### config.mk
export PLATFORM = sky130hd
export DESIGN_NAME = alu_wb_param_flat
export DESIGN_NICKNAME = d
export VERILOG_FILES = /design/src/rtl/alu_pkg.sv /design/src/rtl/alu_wb_param_if.sv /design/src/rtl/alu_mul_seq.sv /design/src/rtl/alu_wb_param.sv /design/src/flat_wrapper.sv
export SDC_FILE = /design/constraint.sdc
export NUM_CORES = 1
export LEC_CHECK = 0
export CAP_MARGIN = 20
export CORE_MARGIN = 10
export CORE_UTILIZATION = 45
export CTS_CLUSTER_SIZE = 24
export DETAILED_ROUTE_END_ITERATION = 8
export DONT_BUFFER_PORTS = 1
export PLACE_DENSITY = 0.6
export SYNTH_ARGS = -nofsm -noshare
export SYNTH_HDL_FRONTEND = slang
export SYNTH_SLANG_ARGS = --single-unit
### constraint.sdc
create_clock -name i_clk -period 2.6 [get_ports i_clk]
set_input_delay 0.52 -clock i_clk [delete_from_list [all_inputs] [get_ports i_clk]]
set_output_delay 0.52 -clock i_clk [all_outputs]
set_load 0.01 [all_outputs]
### src/rtl/alu_pkg.sv
// Shared constants for the Wishbone ALU slave: register/op address map, FLAGS bit
// positions and the multiplier sequencer state type.
package alu_pkg;

  localparam int unsigned FLAGS_W = 8;

  localparam logic [3:0] ADDR_A       = 4'h0;
  localparam logic [3:0] ADDR_B       = 4'h1;
  localparam logic [3:0] ADDR_FLAGS   = 4'h2;
  localparam logic [3:0] ADDR_MUL_GO  = 4'h3;
  localparam logic [3:0] ADDR_PROD_LO = 4'h4;
  localparam logic [3:0] ADDR_PROD_HI = 4'h5;
  localparam logic [3:0] ADDR_ADD     = 4'h8;
  localparam logic [3:0] ADDR_ADC     = 4'h9;
  localparam logic [3:0] ADDR_SBC     = 4'hA;
  localparam logic [3:0] ADDR_AND     = 4'hB;
  localparam logic [3:0] ADDR_OR      = 4'hC;
  localparam logic [3:0] ADDR_XOR     = 4'hD;
  localparam logic [3:0] ADDR_ASL     = 4'hE;
  localparam logic [3:0] ADDR_LSR     = 4'hF;

  localparam int unsigned FLAG_C = 0;
  localparam int unsigned FLAG_Z = 1;
  localparam int unsigned FLAG_V = 6;
  localparam int unsigned FLAG_N = 7;

  // Only C, Z, V and N exist; the remaining FLAGS bits always read 0.
  localparam logic [FLAGS_W-1:0] FLAGS_MASK = 8'hC3;

  typedef enum logic {
    ST_IDLE = 1'b0,
    ST_BUSY = 1'b1
  } mul_state_t;

endpackage

### src/rtl/alu_wb_param_if.sv
// Wishbone pipelined bus bundle between a master and the ALU slave.
interface alu_wb_param_if #(
  parameter int unsigned WIDTH  = 8,
  parameter int unsigned ADDR_W = 4
) ();

  logic              i_wb_stb;
  logic              i_wb_we;
  logic [ADDR_W-1:0] i_wb_addr;
  logic [WIDTH-1:0]  i_wb_data;
  logic              o_wb_ack;
  logic              o_wb_stall;
  logic [WIDTH-1:0]  o_wb_data;

  modport master (
    output i_wb_stb, i_wb_we, i_wb_addr, i_wb_data,
    input  o_wb_ack, o_wb_stall, o_wb_data
  );

  modport slave (
    input  i_wb_stb, i_wb_we, i_wb_addr, i_wb_data,
    output o_wb_ack, o_wb_stall, o_wb_data
  );

endinterface

### src/rtl/alu_mul_seq.sv
// Sequential WIDTH x WIDTH shift-add multiplier: one partial product per cycle,
// busy for exactly WIDTH cycles after start, product committed on the last step.
module alu_mul_seq
  import alu_pkg::*;
#(
  parameter int unsigned WIDTH = 8
) (
  input  logic               clk,
  input  logic               rst,
  input  logic               start,
  input  logic [WIDTH-1:0]   a,
  input  logic [WIDTH-1:0]   b,
  output logic               busy,
  output logic               done_c,
  output logic [2*WIDTH-1:0] product,
  output logic [2*WIDTH-1:0] product_next_c
);

  localparam int unsigned CNT_W  = $clog2(WIDTH + 1);
  localparam int unsigned PROD_W = 2 * WIDTH;

  mul_state_t        state;
  logic [CNT_W-1:0]  count;
  logic [PROD_W-1:0] mcand;
  logic [WIDTH-1:0]  mplier;
  logic [PROD_W-1:0] acc;

  assign product_next_c = acc + (mplier[0] ? mcand : '0);
  assign done_c         = (state == ST_BUSY) && (count == CNT_W'(1));

  always_ff @(posedge clk or posedge rst) begin
    if (rst) begin
      state   <= ST_IDLE;
      busy    <= 1'b0;
      count   <= '0;
      mcand   <= '0;
      mplier  <= '0;
      acc     <= '0;
      product <= '0;
    end else begin
      case (state)
        ST_IDLE: begin
          if (start) begin
            state   <= ST_BUSY;
            busy    <= 1'b1;
            count   <= CNT_W'(WIDTH);
            mcand   <= PROD_W'(a);
            mplier  <= b;
            acc     <= '0;
            product <= '0;
          end
        end
        ST_BUSY: begin
          acc    <= product_next_c;
          mcand  <= mcand << 1;
          mplier <= mplier >> 1;
          count  <= count - CNT_W'(1);
          if (done_c) begin
            state   <= ST_IDLE;
            busy    <= 1'b0;
            product <= product_next_c;
          end
        end
        default: state <= ST_IDLE;
      endcase
    end
  end

endmodule

### src/rtl/alu_wb_param.sv
// WIDTH-bit ALU slave on a pipelined Wishbone bus with A/B operands and 6502-style FLAGS.
// Define ALU_MUL_EN to build the multi-cycle multiplier (MUL_GO, product regs, stall).
module alu_wb_param
  import alu_pkg::*;
#(
  parameter int unsigned WIDTH  = 8,
  parameter int unsigned ADDR_W = 4
) (
  input  logic           i_clk,
  input  logic           reset,
  alu_wb_param_if.slave  wb
);

  logic [WIDTH-1:0]   reg_a;
  logic [WIDTH-1:0]   reg_b;
  logic [FLAGS_W-1:0] flags;
  logic               ack;
  logic [WIDTH-1:0]   rdata;
  logic               stall;
  logic               accept_c;
  logic [WIDTH-1:0]   addend_c;
  logic               cin_c;
  logic [WIDTH:0]     sum_c;
  logic [WIDTH-1:0]   rdata_c;
  logic [FLAGS_W-1:0] flags_rd_c;
  logic               op_c;

  assign accept_c      = wb.i_wb_stb && !stall;
  assign wb.o_wb_ack   = ack;
  assign wb.o_wb_data  = rdata;
  assign wb.o_wb_stall = stall;

`ifdef ALU_MUL_EN
  logic               mul_go_c;
  logic               mul_done_c;
  logic [2*WIDTH-1:0] product;
  logic [2*WIDTH-1:0] product_next_c;

  assign mul_go_c = accept_c && wb.i_wb_we && (wb.i_wb_addr == ADDR_W'(ADDR_MUL_GO));

  alu_mul_seq #(.WIDTH(WIDTH)) u_mul (
    .clk            (i_clk),
    .rst            (reset),
    .start          (mul_go_c),
    .a              (reg_a),
    .b              (reg_b),
    .busy           (stall),
    .done_c         (mul_done_c),
    .product        (product),
    .product_next_c (product_next_c)
  );
`else
  assign stall = 1'b0;
`endif

  // Shared adder: SBC is A + ~B + C, ADC is A + B + C, ADD forces carry-in low.
  always_comb begin
    addend_c = reg_b;
    cin_c    = 1'b0;
    if (wb.i_wb_addr == ADDR_W'(ADDR_SBC)) addend_c = ~reg_b;
    if ((wb.i_wb_addr == ADDR_W'(ADDR_ADC)) || (wb.i_wb_addr == ADDR_W'(ADDR_SBC)))
      cin_c = flags[FLAG_C];
  end

  assign sum_c = (WIDTH+1)'(reg_a) + (WIDTH+1)'(addend_c) + (WIDTH+1)'(cin_c);

  // Read mux plus the FLAGS value an op read would commit.
  always_comb begin
    rdata_c    = '0;
    flags_rd_c = flags;
    op_c       = 1'b0;
    case (wb.i_wb_addr)
      ADDR_W'(ADDR_A):     rdata_c = reg_a;
      ADDR_W'(ADDR_B):     rdata_c = reg_b;
      ADDR_W'(ADDR_FLAGS): rdata_c = WIDTH'(flags);
`ifdef ALU_MUL_EN
      ADDR_W'(ADDR_PROD_LO): rdata_c = product[WIDTH-1:0];
      ADDR_W'(ADDR_PROD_HI): rdata_c = product[2*WIDTH-1:WIDTH];
`endif
      ADDR_W'(ADDR_ADD), ADDR_W'(ADDR_ADC), ADDR_W'(ADDR_SBC): begin
        op_c               = 1'b1;
        rdata_c            = sum_c[WIDTH-1:0];
        flags_rd_c[FLAG_C] = sum_c[WIDTH];
        flags_rd_c[FLAG_V] = (reg_a[WIDTH-1] == addend_c[WIDTH-1]) &&
                             (sum_c[WIDTH-1] != reg_a[WIDTH-1]);
      end
      ADDR_W'(ADDR_AND): begin op_c = 1'b1; rdata_c = reg_a & reg_b; end
      ADDR_W'(ADDR_OR):  begin op_c = 1'b1; rdata_c = reg_a | reg_b; end
      ADDR_W'(ADDR_XOR): begin op_c = 1'b1; rdata_c = reg_a ^ reg_b; end
      ADDR_W'(ADDR_ASL): begin
        op_c               = 1'b1;
        rdata_c            = {reg_a[WIDTH-2:0], 1'b0};
        flags_rd_c[FLAG_C] = reg_a[WIDTH-1];
      end
      ADDR_W'(ADDR_LSR): begin
        op_c               = 1'b1;
        rdata_c            = {1'b0, reg_a[WIDTH-1:1]};
        flags_rd_c[FLAG_C] = reg_a[0];
      end
      default: ;
    endcase
    if (op_c) begin
      flags_rd_c[FLAG_Z] = (rdata_c == '0);
      flags_rd_c[FLAG_N] = rdata_c[WIDTH-1];
    end
  end

  always_ff @(posedge i_clk or posedge reset) begin
    if (reset) begin
      reg_a <= '0;
      reg_b <= '0;
      flags <= '0;
      ack   <= 1'b0;
      rdata <= '0;
    end else begin
      ack <= accept_c;
      if (accept_c && !wb.i_wb_we) begin
        rdata <= rdata_c;
        flags <= flags_rd_c;
      end
      if (accept_c && wb.i_wb_we) begin
        case (wb.i_wb_addr)
          ADDR_W'(ADDR_A):     reg_a <= wb.i_wb_data;
          ADDR_W'(ADDR_B):     reg_b <= wb.i_wb_data;
          ADDR_W'(ADDR_FLAGS): flags <= wb.i_wb_data[FLAGS_W-1:0] & FLAGS_MASK;
          default: ;
        endcase
      end
`ifdef ALU_MUL_EN
      // The bus is stalled while multiplying, so this never races a FLAGS write.
      if (mul_done_c) flags[FLAG_Z] <= (product_next_c == '0);
`endif
    end
  end

endmodule

### src/flat_wrapper.sv
// flat-port wrapper written by rule: the top's interface ports become plain ports
module alu_wb_param_flat import alu_pkg::*;
#(
  parameter int unsigned WIDTH  = 8,
  parameter int unsigned ADDR_W = 4
)
  (i_clk, reset, wb_i_wb_stb, wb_i_wb_we, wb_i_wb_addr, wb_i_wb_data, wb_o_wb_ack, wb_o_wb_stall, wb_o_wb_data);
  alu_wb_param_if #(.WIDTH(WIDTH), .ADDR_W(ADDR_W)) wb_i ();
  input  logic i_clk;
  input  logic reset;
  input wire logic [$bits(wb_i.i_wb_stb)-1:0] wb_i_wb_stb;
  input wire logic [$bits(wb_i.i_wb_we)-1:0] wb_i_wb_we;
  input wire logic [$bits(wb_i.i_wb_addr)-1:0] wb_i_wb_addr;
  input wire logic [$bits(wb_i.i_wb_data)-1:0] wb_i_wb_data;
  output wire logic [$bits(wb_i.o_wb_ack)-1:0] wb_o_wb_ack;
  output wire logic [$bits(wb_i.o_wb_stall)-1:0] wb_o_wb_stall;
  output wire logic [$bits(wb_i.o_wb_data)-1:0] wb_o_wb_data;
  assign wb_i.i_wb_stb = wb_i_wb_stb;
  assign wb_i.i_wb_we = wb_i_wb_we;
  assign wb_i.i_wb_addr = wb_i_wb_addr;
  assign wb_i.i_wb_data = wb_i_wb_data;
  assign wb_o_wb_ack = wb_i.o_wb_ack;
  assign wb_o_wb_stall = wb_i.o_wb_stall;
  assign wb_o_wb_data = wb_i.o_wb_data;
  alu_wb_param #(.WIDTH(WIDTH), .ADDR_W(ADDR_W)) u_core (.i_clk(i_clk), .reset(reset), .wb(wb_i));
endmodule
Word level (Yosys, flattened, before mapping)
Index checks and enable logic that the tools add are counted.
Widths: inputs -> output; s select.
{"block": "op_classes", "n_addsub": 2, "n_mul": 0, "div_mod_pow": 0, "n_lt_le_gt_ge": 0, "n_eq_ne": 12, "shifts": 0, "n_mux": 11, "n_bitwise": 4, "reduce_logical": 11}
{"cell": "$pmux 8 s9", "n": 1}
{"cell": "$eq 4x4->1 const B", "n": 8}
{"cell": "$mux 8", "n": 4}
{"cell": "$add 8x8->9", "n": 1}
{"cell": "$add 9x1->9", "n": 1}
{"cell": "$and 8x8->8", "n": 1}
{"cell": "$logic_not 8->1", "n": 1}
{"cell": "$not 8->8", "n": 1}
{"cell": "$or 8x8->8", "n": 1}
{"cell": "$reduce_or 8->1", "n": 1}
{"cell": "$xor 8x8->8", "n": 1}
{"cell": "$mux 1", "n": 5}
{"cell": "$eq 4x1->1 const B", "n": 1}
{"cell": "$eq 4x2->1 const B", "n": 1}
{"cell": "$logic_not 4->1", "n": 1}
{"cell": "$reduce_and 2->1", "n": 2}
{"cell": "$logic_and 1x1->1", "n": 3}
{"cell": "$pmux 1 s3", "n": 1}
{"cell": "$reduce_or 3->1", "n": 1}
{"cell": "$eq 1x1->1", "n": 1}
{"cell": "$logic_not 1->1", "n": 1}
{"cell": "$logic_or 1x1->1", "n": 1}
{"cell": "$ne 1x1->1", "n": 1}
{"block": "totals", "reg_bits": 33, "latch_bits": 0, "ram_bits": 0, "romBits": 0, "input_bits": 16, "output_inout_bits": 10, "elab_cells": 45, "mem_count": 0}

Logic depth before layout (Yosys ltp)
{"block": "depth", "word_depth": 10, "ltp_mapped": 14, "mapped_depth_nobuf": 12}

Least setup slack after synthesis
Ideal clock, no wire load.
{"block": "synth_path", "path_type": "input to register", "start": "in wb_i_wb_addr[2]", "end": "reg u_core.flags[1]", "setup_time_ns": 0.092, "arrival_ns": 3.520, "required_time_ns": 2.508, "slack_ns": -1.011, "cell_stages": 13, "path_buffers": 2, "cell_sequence": "buf_2 -> buf_1 -> nand2b_1 -> nor2_2 -> xnor2_1 -> fa_1 -> fa_1 -> mux2i_1 -> a221oi_2 -> o221ai_2 -> nor4b_2 -> nand4_1 -> o31ai_2"}
{"block": "synth_via", "elab_chain_cells": 10, "elab_cells_between_ends": 25, "cone_classes": "add/sub (2); eq/ne (10); mux (8); reduce/logical (5)"}
{"item": "start: declaration", "line": "flat_wrapper.sv:13", "rtl": "input wire logic [$bits(wb_i.i_wb_addr)-1:0] wb_i_wb_addr;"}
{"item": "$eq 4x4->1 (on tied branches)", "line": "alu_wb_param.sv:60, alu_wb_param.sv:61, alu_wb_param.sv:72"}
{"item": "$mux 8 or $logic_or 1x1->1 (tied branches)", "line": "alu_wb_param.sv:60, alu_wb_param.sv:61"}
{"item": "$add 8x8->9 or $mux 1 (tied branches)", "line": "alu_wb_param.sv:65, alu_wb_param.sv:61"}
{"item": "$add 9x1->9", "line": "alu_wb_param.sv:65", "rtl": "assign sum_c = (WIDTH+1)'(reg_a) + (WIDTH+1)'(addend_c) + (WIDTH+1)'(cin_c);"}
{"item": "$pmux 8 s9", "line": "alu_wb_param.sv:72", "rtl": "case (wb.i_wb_addr)"}
{"item": "$logic_not 8->1", "line": "alu_wb_param.sv:103", "rtl": "flags_rd_c[FLAG_Z] = (rdata_c == '0);"}
{"item": "$mux 1", "line": "alu_wb_param.sv:102", "rtl": "if (op_c) begin"}
{"item": "$mux 8", "line": "alu_wb_param.sv:117", "rtl": "if (accept_c && !wb.i_wb_we) begin"}
{"item": "$mux 8", "line": "alu_wb_param.sv:122", "rtl": "case (wb.i_wb_addr)"}
{"item": "$mux 8 (*)", "line": "alu_wb_param.sv:121", "rtl": "if (accept_c && wb.i_wb_we) begin"}
{"item": "end signal: assignment", "line": "alu_wb_param.sv:119", "rtl": "flags <= flags_rd_c;"}
{"item": "end signal: assignment", "line": "alu_wb_param.sv:125", "rtl": "ADDR_W'(ADDR_FLAGS): flags <= wb.i_wb_data[FLAGS_W-1:0] & FLAGS_MASK;"}
{"item": "end: declaration", "line": "alu_wb_param.sv:16", "rtl": "logic [FLAGS_W-1:0] flags;"}
Mark *: on every way between the ends. The rest lies on a longest branch, timed or not.
A chain may end at the register's enable or synchronous reset.

Worst setup path after layout
Ends and elaborated chain as after synthesis.

==> results_tabular.tex <==
\begin{tabular}{lr}
\hline
Metric & Value \\
\hline
\multicolumn{2}{l}{\textbf{Run status}} \\
Status & finished, final reports clean \\
\multicolumn{2}{l}{\textbf{Critical path}} \\
Worst setup SP type & input port \\
Crit path buffers/inverters & 0 \\
Cells along the critical path & nand2b\_4 > nor2\_4 > xnor2\_2 > fa\_2 > fa\_1 > mux2i\_1 > a221oi\_2 > o221ai\_2 > nor4b\_2 > nand4\_1 > o31ai\_2 \\
Type of destination of the critical path & register \\
Gate family responsible for the most delay along the worst path & adder cells \\
Crit path DAT & 2.77 ns \\
Largest stage delay on the critical path & 0.48 ns \\
CP max FO & 22 \\
Crit path kind & input port to register \\
Required time at the endpoint of the critical path & 2.80 ns \\
Internal reg-to-reg setup slack & 0.06 ns \\
Crit-path slowest cell & fa\_1 \\
\multicolumn{2}{l}{\textbf{Placed design}} \\
Half-perimeter wire length of the detailed placement result & 5230 um \\
Placement-stage cell area & 2840 um\^{}2 \\
GPL Wtd Cong & 0.938 \\
Count of port buffers added during placement & 0 \\
\multicolumn{2}{l}{\textbf{STA}} \\
Final count of pins violating max slew & 0 \\
Fin Clk Skew & 0.00635 ns \\
Share of the clock period used by the worst path & 99.1\% \\
FMAX & 0.388 GHz \\
Fin. Hold Viols & 0 \\
Total Neg Setup Slack & 0 ns \\
Relative max-transition margin & 64.8\% \\
Shortest period the worst path allows & 2.58 ns \\
Setup repair after global routing missed its margin & yes \\
Count of final setup violators & 0 \\
Worst-Margin Slew & 0.529 ns \\
\multicolumn{2}{l}{\textbf{Logic synthesis}} \\
Xor-xnor portion of the synthesized cell area & 4.11\% \\
Compound-gate portion of the synthesized area & 21.1\% \\
Post-Synth Simple-Gate Area & 14.9\% \\
Area of the mapped netlist & 2560 um\^{}2 \\
Register bit count reported by yosys & 29 \\
Adder-cell share of the synthesized area & 12.8\% \\
Share of synthesized area spent on multiplexers & 11.5\% \\
Post-Syn Instances & 289 \\
Synthesized Nets & 330 \\
EDFF count, synth & 0 \\
Synth Flop Type & dfrtp\_1 \\
Async set-or-reset flop fraction in the synthesized netlist & 100\% \\
Number of distinct library cell variants in the gate-level netlist after synthesis & 55 \\
Warnings from Yosys & 0 \\
Average cell area after synthesis & 8.85 um\^{}2 \\
Main combinational cell family by area after synthesis & compound AO/OA/AOI/OAI gates \\
Sequential element share of the synthesized area & 28.4\% \\
\multicolumn{2}{l}{\textbf{GRT}} \\
Number of antenna violations at the first check in global routing & 0 \\
Total global-route track usage & 16.3\% \\
Global-route wire length before repair & 11600 um \\
Aggregate global routing overflow & 0 \\
Vias in the first global route & 2265 \\
Maximum number of pins on one net before global-route repair & 31 \\
\multicolumn{2}{l}{\textbf{Floorplanning}} \\
Floorplan die width & 95.4 um \\
Num ports & 26 \\
Area inside the core boundary & 5510 um\^{}2 \\
Area enclosed by the die boundary & 9100 um\^{}2 \\
Site Rows & 27 \\
Initial cell density of the core & 46.5\% \\
Die height & 95.4 um \\
\multicolumn{2}{l}{\textbf{Cells and area}} \\
Ant. Diodes & 0 \\
Area growth from synthesis to layout & 18.4\% \\
Fraction of final layout cells sized beyond drive strength 1 & 26.3\% \\
Fin nets & 352 \\
Area of all placed cells without fillers & 3030 um\^{}2 \\
\multicolumn{2}{l}{\textbf{Detailed routing}} \\
Number of remaining DRC errors & 0 \\
Number of iterations in the first detailed-routing pass & 4 \\
Via-to-Cell Ratio & 5.77 \\
Detailed Route Iter0 Violations & 184 \\
Via count & 2215 \\
WL/cell & 18.3 um \\
Antenna violation net count after detailed routing & 0 \\
Total Routed Length & 7040 um \\
\multicolumn{2}{l}{\textbf{Clock tree}} \\
TritonCTS clock tree & done \\
CTS sink count & 29 \\
Number of buffers inserted during clock tree synthesis & 5 \\
Clock Latency Late Sink & 0.29 ns \\
CTS max path bufs & 2 \\
Clk Tree Root Cell & clkbuf\_8 \\
Post-CTS Hold Buffers & 0 \\
Clock edge transition at the registers on the reported setup and hold paths & 0.07 ns \\
CTS HTree Levels & 2 \\
\multicolumn{2}{l}{\textbf{Run}} \\
Max capacitance violation total & 0 \\
\multicolumn{2}{l}{\textbf{Worst hold path}} \\
Worst hold path class & input port to asynchronous set/reset pin \\
\multicolumn{2}{l}{\textbf{Power}} \\
Total leakage power & 1.34 nW \\
Maximum vdd drop & 0.000347 V \\
Power density over the cells & 661 nW/um\^{}2 \\
\hline
\end{tabular}
[flip-flops by register name (all words and copies together), names as in the netlist]
| register | count |
|---|---|
| u_core.wb.o_wb_ack | 1 |
| u_core.reg_a | 8 |
| u_core.wb.o_wb_data | 8 |
| u_core.reg_b | 8 |
| u_core.flags | 4 |
[synthesized netlist by cell type (2+ instances only)]
| master | n | area (um^2) |
|---|---|---|
| dfrtp_1 | 29 | 726 |
| ha_1 | 23 | 288 |
| inv_1 | 23 | 86.3 |
| nand2_1 | 23 | 86.3 |
| mux2_2 | 20 | 225 |
| o21ai_0 | 17 | 85.1 |
| nor2_1 | 14 | 52.6 |
| a21oi_1 | 13 | 65.1 |
| xnor2_1 | 10 | 87.6 |
| clkbuf_1 | 9 | 33.8 |
| nand2b_1 | 9 | 56.3 |
| mux2i_1 | 7 | 70.1 |
| o22ai_1 | 7 | 43.8 |
| a22oi_1 | 6 | 45.0 |
| nor3_1 | 6 | 30.0 |
| nand3_1 | 5 | 25.0 |
| a211oi_1 | 4 | 30.0 |
| buf_2 | 4 | 20.0 |
| nor2b_1 | 4 | 25.0 |
| o21ai_1 | 4 | 20.0 |
| a32oi_1 | 3 | 26.3 |
| buf_1 | 3 | 11.3 |
| o221ai_1 | 3 | 26.3 |
| o31a_1 | 3 | 26.3 |
| a22o_1 | 2 | 17.5 |
| buf_6 | 2 | 22.5 |
| fa_1 | 2 | 40.0 |
| nor3b_1 | 2 | 15.0 |
| o21a_1 | 2 | 15.0 |
| o32ai_1 | 2 | 17.5 |
| or2_1 | 2 | 12.5 |
| or2_2 | 2 | 12.5 |
| xor2_1 | 2 | 17.5 |
[final timing paths]
check | startpoint | to | cells after the start
worst max-delay path | wb_i_wb_addr[2] | u_core.flags[1] | 11
worst min-delay path | reset | u_core.flags[6] | 2
worst max register to register | u_core.reg_b[0] | u_core.flags[1] | 9
worst min register to register | u_core.reg_b[7] | u_core.reg_b[7] | 1
max in group asynchronous | reset | u_core.reg_b[2] | 2
min in group i_clk | wb_i_wb_stb | u_core.wb.o_wb_ack | 0
[logic make-up (layout without fill, tap and decap cells)]
| family | Yosys count | in the layout |
|---|---|---|
| AO/OA/AOI/OAI | 78 | 78 |
| other | 1 | 1 |
| buffers and inverters | 42 | 65 |
| XOR/XNOR | 12 | 12 |
| AND/OR/NAND/NOR | 75 | 75 |
| adder cells (fa/ha/maj) | 25 | 25 |
| flip-flops | 29 | 29 |
| multiplexers | 27 | 27 |
[metal layers]
| metal | track usage [%] | vias up | wire length (um) |
|---|---|---|---|
| met2 | 26.0 | 57 | 3360 |
| met1 | 21.0 | 1062 | 3110 |
| met4 | 5.90 | 0 | 154 |
| li1 | - | 1080 | - |
| met5 | 0 | - | 0 |
| met3 | 3.85 | 16 | 412 |
[stage by stage]
stage	instances	utilization (%)	worst slack, ns	power, mW	hold WS (ns)
6_report	384	55.0	0.0243	2.00	0.193
5_1_grt	384	55.0	-0.146	2.15	0.223
4_1_cts	381	54.1	-0.0263	1.99	0.199
3_5_place_dp	372	51.6	-0.388	1.47	0.516
3_3_place_gp	372	51.6	-0.389	1.46	0.506
2_1_floorplan	289	-	-0.570	1.21	0.509
[placed cells by master, fill, tap and decap left out, drive strengths merged, types with 3 or more instances in the layout]
master / instances
a22oi: 6
mux2i: 7
ha: 23
a32oi: 3
nand2: 23
xnor2: 10
nor2b: 4
o221ai: 4
nor2: 15
a21oi: 13
nor3: 6
o22ai: 7
a211oi: 4
buf: 34
o31a: 3
nand3: 5
mux2: 20
dfrtp: 29
or2: 4
inv: 23
o21ai: 21
nand2b: 9
clkbuf: 7
[final cells by class]
| class | instances | area, um^2 |
|---|---|---|
| Clock inverter | 1 | 30.0 |
| Clock buffer | 7 | 86.3 |
| Multi-Input combinational cell | 218 | 1740 |
| Sequential cell | 29 | 726 |
| Timing Repair Buffer | 34 | 272 |
| Inverter | 23 | 86.3 |
| Fill cell | 499 | 2480 |
| Tap cell | 72 | 90.1 |
[power breakdown]
group / internal (mW) / switching [mW]
clock: 0.312 / 0.181
sequential: 0.547 / 0.110
combinational: 0.442 / 0.411
total: 1.30 / 0.702
[timing repair]
action	in CTS	in global routing
gates resized for setup	3	6
pin swaps	7	9
endpoints found under the setup margin	1	6
setup buffers	1	3
No activity file was read; power rests on OpenSTA's default activity.
